<file path="config.mk">
export PLATFORM = sky130hd
export DESIGN_NAME = psum_accum_bank
export DESIGN_NICKNAME = d
export VERILOG_FILES = /design/src/rtl/psum_accum_bank.sv
export SDC_FILE = /design/constraint.sdc
export NUM_CORES = 2
export LEC_CHECK = 0
export CAP_MARGIN = 10
export CORE_UTILIZATION = 61
export CTS_BUF_LIST = sky130_fd_sc_hd__clkbuf_16
export DETAILED_ROUTE_END_ITERATION = 10
export GPL_TIMING_DRIVEN = 0
export PLACE_DENSITY = 0.8
export SLEW_MARGIN = 15
export SYNTH_ARGS = -nofsm -noshare
export SYNTH_HDL_FRONTEND = slang
export SYNTH_SLANG_ARGS = --single-unit
export TNS_END_PERCENT = 100
</file>
<file path="constraint.sdc">
create_clock -name clk_i -period 7.8 [get_ports clk_i]
set_input_delay 1.17 -clock clk_i [delete_from_list [all_inputs] [get_ports clk_i]]
set_output_delay 1.17 -clock clk_i [all_outputs]
set_load 0.02 [all_outputs]
</file>
<file path="src/rtl/psum_accum_bank.sv">
// psum_accum_bank
// Multi-lane, multi-slot partial-sum accumulator. Each accepted beat carries
// NUM_CH input lanes and a slot address. The beat is registered in S1. On the
// following edge it is added into slot[addr] for every lane: the slot value is
// replaced by zero when the beat is marked first. The sum can be signed or
// unsigned, and it either saturates or wraps. A beat marked last also loads
// the result into a valid/ready output register.
//
// Ports
//   clk_i        clock
//   rst_i        synchronous reset, active-high
//   in_valid_i   input beat valid
//   in_ready_o   bank can accept a beat this cycle (combinational on out_ready_i)
//   ipsum_i      NUM_CH input lanes, lane c = ipsum_i[c*IN_WIDTH +: IN_WIDTH]
//   in_addr_i    target slot
//   in_first_i   beat starts a new sum (slot contents ignored)
//   in_last_i    beat completes the sum, result is emitted
//   out_valid_o  result held in output register
//   out_ready_i  downstream accepts result
//   data_out_o   NUM_CH result lanes, lane c = data_out_o[c*ACC_WIDTH +: ACC_WIDTH]
//   out_addr_o   slot that produced the result
//   ovf_o        per-lane sticky overflow flag of the result
module psum_accum_bank #(
  parameter int IN_WIDTH  = 32,
  parameter int ACC_WIDTH = 35,
  parameter int NUM_CH    = 4,
  parameter int DEPTH     = 8,
  parameter bit SIGNED    = 1'b1,
  parameter bit SATURATE  = 1'b1,
  localparam int AW       = $clog2(DEPTH)
) (
  input  logic                          clk_i,
  input  logic                          rst_i,
  input  logic                          in_valid_i,
  output logic                          in_ready_o,
  input  logic [NUM_CH*IN_WIDTH-1:0]    ipsum_i,
  input  logic [AW-1:0]                 in_addr_i,
  input  logic                          in_first_i,
  input  logic                          in_last_i,
  output logic                          out_valid_o,
  input  logic                          out_ready_i,
  output logic [NUM_CH*ACC_WIDTH-1:0]   data_out_o,
  output logic [AW-1:0]                 out_addr_o,
  output logic [NUM_CH-1:0]             ovf_o
);

  // One guard bit above the accumulator so that overflow is visible exactly.
  localparam int SW = ACC_WIDTH + 1;
  localparam int XW = SW - IN_WIDTH;

  logic                        s1_valid_q;
  logic [NUM_CH*IN_WIDTH-1:0]  s1_data_q;
  logic [AW-1:0]               s1_addr_q;
  logic                        s1_first_q;
  logic                        s1_last_q;

  logic [ACC_WIDTH-1:0]        slot_q [DEPTH][NUM_CH];
  logic [NUM_CH-1:0]           flag_q [DEPTH];

  logic                        out_valid_q;
  logic [NUM_CH*ACC_WIDTH-1:0] data_q;
  logic [AW-1:0]               out_addr_q;
  logic [NUM_CH-1:0]           ovf_q;

  logic                        stall;
  logic                        accept;
  logic                        commit;
  logic [ACC_WIDTH-1:0]        slot_d [NUM_CH];
  logic [NUM_CH-1:0]           flag_d;
  logic [NUM_CH-1:0]           lane_ovf;
  logic [NUM_CH*ACC_WIDTH-1:0] data_d;
  logic [IN_WIDTH-1:0]         lane_in;
  logic [ACC_WIDTH-1:0]        base;
  logic [SW-1:0]               base_x;
  logic [SW-1:0]               ext_x;
  logic [SW-1:0]               sum_x;
  logic [ACC_WIDTH-1:0]        sat_val;

  // Only a last beat can be blocked, and only by a result that has not been
  // taken yet. Non-last beats always commit.
  assign stall      = s1_valid_q && s1_last_q && out_valid_q && !out_ready_i;
  assign in_ready_o = !rst_i && !stall;
  assign accept     = in_valid_i && in_ready_o;
  assign commit     = s1_valid_q && !stall;

  always_comb begin
    lane_ovf = '0;
    data_d   = '0;
    lane_in  = '0;
    base     = '0;
    base_x   = '0;
    ext_x    = '0;
    sum_x    = '0;
    sat_val  = '0;
    for (int c = 0; c < NUM_CH; c++) begin
      slot_d[c] = '0;
    end
    for (int c = 0; c < NUM_CH; c++) begin
      lane_in = s1_data_q[c*IN_WIDTH +: IN_WIDTH];
      base    = s1_first_q ? '0 : slot_q[s1_addr_q][c];
      if (SIGNED) begin
        ext_x  = {{XW{lane_in[IN_WIDTH-1]}}, lane_in};
        base_x = {base[ACC_WIDTH-1], base};
      end else begin
        ext_x  = {{XW{1'b0}}, lane_in};
        base_x = {1'b0, base};
      end
      sum_x = base_x + ext_x;
      if (SIGNED) begin
        // The top two bits differ only when the sum left the signed range.
        // The guard bit gives the direction of the overflow.
        lane_ovf[c] = sum_x[SW-1] ^ sum_x[SW-2];
        sat_val     = sum_x[SW-1] ? {1'b1, {(ACC_WIDTH-1){1'b0}}}
                                  : {1'b0, {(ACC_WIDTH-1){1'b1}}};
      end else begin
        lane_ovf[c] = sum_x[SW-1];
        sat_val     = '1;
      end
      slot_d[c] = (lane_ovf[c] && SATURATE) ? sat_val : sum_x[ACC_WIDTH-1:0];
      data_d[c*ACC_WIDTH +: ACC_WIDTH] = slot_d[c];
    end
    flag_d = s1_first_q ? lane_ovf : (flag_q[s1_addr_q] | lane_ovf);
  end

  always_ff @(posedge clk_i) begin
    if (rst_i) begin
      s1_valid_q <= 1'b0;
      s1_data_q  <= '0;
      s1_addr_q  <= '0;
      s1_first_q <= 1'b0;
      s1_last_q  <= 1'b0;
    end else if (!stall) begin
      s1_valid_q <= accept;
      if (accept) begin
        s1_data_q  <= ipsum_i;
        s1_addr_q  <= in_addr_i;
        s1_first_q <= in_first_i;
        s1_last_q  <= in_last_i;
      end
    end
  end

  always_ff @(posedge clk_i) begin
    if (rst_i) begin
      for (int d = 0; d < DEPTH; d++) begin
        for (int c = 0; c < NUM_CH; c++) begin
          slot_q[d][c] <= '0;
        end
        flag_q[d] <= '0;
      end
    end else if (commit) begin
      for (int c = 0; c < NUM_CH; c++) begin
        slot_q[s1_addr_q][c] <= slot_d[c];
      end
      flag_q[s1_addr_q] <= flag_d;
    end
  end

  // A new result can load on the same edge that the old one is taken.
  always_ff @(posedge clk_i) begin
    if (rst_i) begin
      out_valid_q <= 1'b0;
      data_q      <= '0;
      out_addr_q  <= '0;
      ovf_q       <= '0;
    end else if (commit && s1_last_q) begin
      out_valid_q <= 1'b1;
      data_q      <= data_d;
      out_addr_q  <= s1_addr_q;
      ovf_q       <= flag_d;
    end else if (out_ready_i) begin
      out_valid_q <= 1'b0;
    end
  end

  assign out_valid_o = out_valid_q;
  assign data_out_o  = data_q;
  assign out_addr_o  = out_addr_q;
  assign ovf_o       = ovf_q;

endmodule

</file>
Word level (Yosys, flattened, before mapping)
Memories as Yosys holds them, arrays and structs flattened. A register that Yosys moved wholly into a read port is not among the register bits.
Index checks and enable logic that the tools add are counted.
{"block": "word_totals", "reg_bits": 282, "mem_bits_rw": 1152, "input_bits": 137, "output_inout_bits": 149, "wordCells": 65, "n_memories": 2}
{"name": "slot_q", "depth": 8, "word_bits": 140, "rd": 1, "rd_ports_with_merged_regs": 1, "write_ports": 8, "line_no": "57", "rtl": "logic [ACC_WIDTH-1:0] slot_q [DEPTH][NUM_CH];"}
{"name": "flag_q", "depth": 8, "word_bits": 4, "rd": 1, "rd_ports_with_merged_regs": 1, "write_ports": 8, "line_no": "58", "rtl": "logic [NUM_CH-1:0] flag_q [DEPTH];"}
{"block": "classes", "add_sub_neg": 4, "n_mux": 30, "bitwise": 6, "n_reduce_logical": 14}
{"op": "2-to-1 mux 35 bit", "count": 12}
{"op": "adder 35 x 32 -> 36 bit", "count": 4}
{"op": "2-to-1 mux 140 bit", "count": 1}
{"op": "OR reduction 140 bit", "count": 1}
{"op": "2-to-1 mux 3 bit", "count": 6}
{"op": "2-to-1 mux 1 bit", "count": 9}
{"op": "2-to-1 mux 4 bit", "count": 2}
{"op": "logical AND 1 bit", "count": 7}
{"op": "bitwise OR 4 bit", "count": 1}
{"op": "OR reduction 4 bit", "count": 1}
{"op": "bitwise XOR 1 bit", "count": 4}
{"op": "zero test 1 bit", "count": 3}
{"op": "AND reduction 2 bit", "count": 1}
{"op": "nonzero test 2 bit", "count": 1}
{"op": "inverter 1 bit", "count": 1}

Longest topological paths before layout
{"block": "depth", "depth_word": 10, "ltp_mapped": 21, "depth_no_buf": 14}

Worst setup path before layout
Ideal clock, no wire load.
{"block": "synth_path", "path_kind": "input to register", "from": "in rst_i", "to": "mem flag_q[7][0] (enable)", "setup_time_ns": 0.529, "arrival_time_ns": 5.932, "required_time_ns": 7.271, "path_slack_ns": 1.339, "stages": 7, "path_buffers": 3, "cell_sequence": "clkbuf_1 a31oi_1 and3_1 clkbuf_1 nand3_1 clkbuf_1 nand2b_1"}
{"item": "start: declaration", "line_no": "33", "rtl": "input logic rst_i,"}
{"item": "end: declaration", "line_no": "58"}

==> metrics.cfg <==
[timing]
finalHoldViolCount=0
finalCriticalPeriod_ns=7.66
worstMarginPinSlew_ns=1.22
relSlewSlack=0.183
skew_ns=0.0415
rsz0062_at_grt=false
setup_viol=0
fmax_mhz=131
drv_slew=0
post-route-period-util=0.982

[worst_setup_path]
crit_type=flip-flop to flip-flop
worstPathRequired_ns=8.40
cp_max_fo=10
max_stage_delay_ns=0.61
cp.arrival_ns=8.27
critPathSlowestCell=clkbuf_2
r2r_end=slot_q[5][29]
crit_end=slot_q[5][29]
end_kind=flip-flop
start_kind=flip-flop
path_cells=clkbuf_1 -> clkbuf_4 -> clkbuf_2 -> clkbuf_2 -> mux4_2 -> mux2i_1 -> nor2_1 -> ha_1 -> fa_1 -> a21oi_1 -> a2bb2oi_1 -> o21a_1 -> o2111ai_1 -> nand3_1 -> nand4b_1 -> nand2_1 -> clkbuf_1 -> o21ai_1 -> nor2_1
r2r_cells=19
r2r_slack_ns=0.14

[placement]
place_congestion=0.966
dp_hpwl_um=145000
dp_cells=7591
portBuffers=284

[clocking]
h-tree-depth=4
insertion_delay_ns=0.78
tritoncts=yes
clkSinkCount=1437
cts_max_path_buffers=3
cts_root_buffer=clkbuf_16
post_cts_buffers=0
clk_pin_slew_worst_paths_ns=0.06
cts_buffers=147

[run_status]
status=completed

[synth]
synth_top_cell_by_area=edfxtp_1
synth_fp_nets=6072
synthFlopType=edfxtp_1
synth_top_area_share=0.503
yosys_warnings=0
synth.area.top_cells=edfxtp_1 50%, mux4_2 9.4%, dfxtp_1 8.3%
yosysSeqAreaShare=0.586
syn_avg_cell_area_um2=11.9
async_flop_share=0
ys_types=92
synth_edf_count=1152
synth_area_mm2=0.0688
synth-seq-cells=1437
synth_cells=5791

[power]
irDropWorstVdd_mv=0.249
power_mw=19.4
p_per_area_mw_per_mm2=246
p_leak_nw=28.8

[global_route]
first_global_vias=50200
grt_overflow_total=0
grt_max_degree=48
grt_antenna_before_repair=4
grt_util_all_layers=0.372
grt_pass1_wl_um=309000

[floorplanning]
start_util=0.618
core_mm2=0.111
die_area_mm2=0.114
die_w_um=338
rows=122
io_pins=286
die_h_um=338

[layout]
multiInputGateArea_mm2=0.0269
fillerInstances=7481
drive_gt1_frac=0.105
final_common_cell=nor2_1
layout_common_cells=1496 x nor2_1, 1152 x edfxtp_1, 477 x nand2_1
area_delta_synth_final_pct=14.8
instances_no_fill=7864
fin_nets=6533
seq_area_mm2=0.0403

[route]
drtPass1Iterations=8
wirelength_um=213000
vias=51500
drt-initial-drc-count=6909
viasPerCell=6.55
drc=0
wl_per_cell_um=27.0
ant_nets=0

[hold_path]
holdCritPathClass=flip-flop to flip-flop

[job]
cap_violations=0

-- synth_stat cells (all sizes together) (20+ instances only) --
| cell type | instances |
|---|---|
| edfxtp | 1152 |
| nand4 | 37 |
| a21o | 93 |
| nand2 | 477 |
| nand3 | 40 |
| clkbuf | 342 |
| xnor2 | 62 |
| and2 | 22 |
| xor2 | 52 |
| mux2i | 156 |
| maj3 | 38 |
| inv | 48 |
| a31oi | 23 |
| nand3b | 141 |
| o211ai | 20 |
| dfxtp | 285 |
| a21oi | 209 |
| o21a | 25 |
| nor3 | 59 |
| mux4 | 288 |
| nor2 | 1496 |
| a211oi | 88 |
| a22o | 27 |
| nand2b | 22 |
| ha | 140 |
| buf | 60 |
| o21ai | 153 |
-- logic make-up after synthesis --
group,count (synthesis),share of synthesized area
fa+ha+maj,182,0.0321
mux,446,0.117
flops,1437,0.586
simple gates,2389,0.148
compound gates,773,0.0765
buf+inv,450,0.0255
xor+xnor,114,0.0146
-- per-layer routing --
layer	global-route usage	routed length [um]	vias up
li1	-	-	22000
met1	0.472	74300	25100
met2	0.582	98000	3735
met3	0.0936	26800	709
met4	0.221	13500	2
met5	0	12	-
-- per-stage QoR --
| stage | hold WS (ns) | utilization | cell area, um2 | setup slack (ns) | TNS, ns |
|---|---|---|---|---|---|
| 6_report | 0.449 | 0.710 | 79000 | 0.137 | 0 |
| 5_1_grt | 0.484 | 0.710 | 79000 | 0.00382 | 0 |
| 4_1_cts | 0.457 | 0.709 | 78900 | 0.0439 | 0 |
| 3_5_place_dp | 0.443 | 0.668 | 74300 | -1.26 | -812.65 |
| 3_3_place_gp | 0.439 | 0.661 | 73500 | -3.10 | -4102.01 |
| 2_1_floorplan | 0.451 | - | 68800 | 1.34 | 0 |
-- layout make-up --
| class | count | area share |
|---|---|---|
| clock inverter | 112 | 0.00876 |
| clock buffer | 154 | 0.0488 |
| multi-input combinational | 3904 | 0.341 |
| sequential | 1437 | 0.510 |
| inverter | 48 | 0.00228 |
| antenna | 7 | 0.000222 |
| buffer | 401 | 0.0210 |
| tap | 1488 | 0.0236 |
| timing repair buffer | 313 | 0.0446 |
-- critical path: cells and delay by family, from the launching register on --
kind	cells	cell delay (ns)
DFF	1	0.36
buffers and inverters	5	2.71
and+or+nand+nor	5	1.43
muxes	2	0.54
AOI/OAI and AO/OA	5	1.73
adders and majority gates	2	0.71
-- how the worst min path moves through the flow --
stage / startpoint / to / cells past startpoint
2_1_floorplan: s1_data_q[19] / s1_data_q[19] / 2
3_3_place_gp: data_out_o[101] / data_out_o[101] / 2
3_5_place_dp: data_out_o[70] / data_out_o[70] / 2
4_1_cts: data_out_o[101] / data_out_o[101] / 2
5_1_grt: data_out_o[71] / data_out_o[71] / 2
6_report: data_out_o[101] / data_out_o[101] / 2
-- flip-flops by register name, indices dropped and copies added, names as in the netlist, named ones only --
signal / cells
s1_first_q: 1
slot_q: 1120
flag_q: 32
s1_data_q: 128
s1_valid_q: 1
out_addr_o: 3
s1_last_q: 1
s1_addr_q: 3
out_valid_o: 1
ovf_o: 4
data_out_o: 140
-- repair_timing --
action	in CTS	in global routing
endpoints found under the setup margin	1295	505
endpoints found under the hold margin	0	0
gates resized for setup	20	18
hold buffers	0	0
-- power by group --
part	switching, mW	internal (mW)
Sequential	0.151	8.60
Clock	2.97	3.79
Combinational	2.66	1.24
Total	5.79	13.6
No activity file was read; power rests on OpenSTA's default activity.
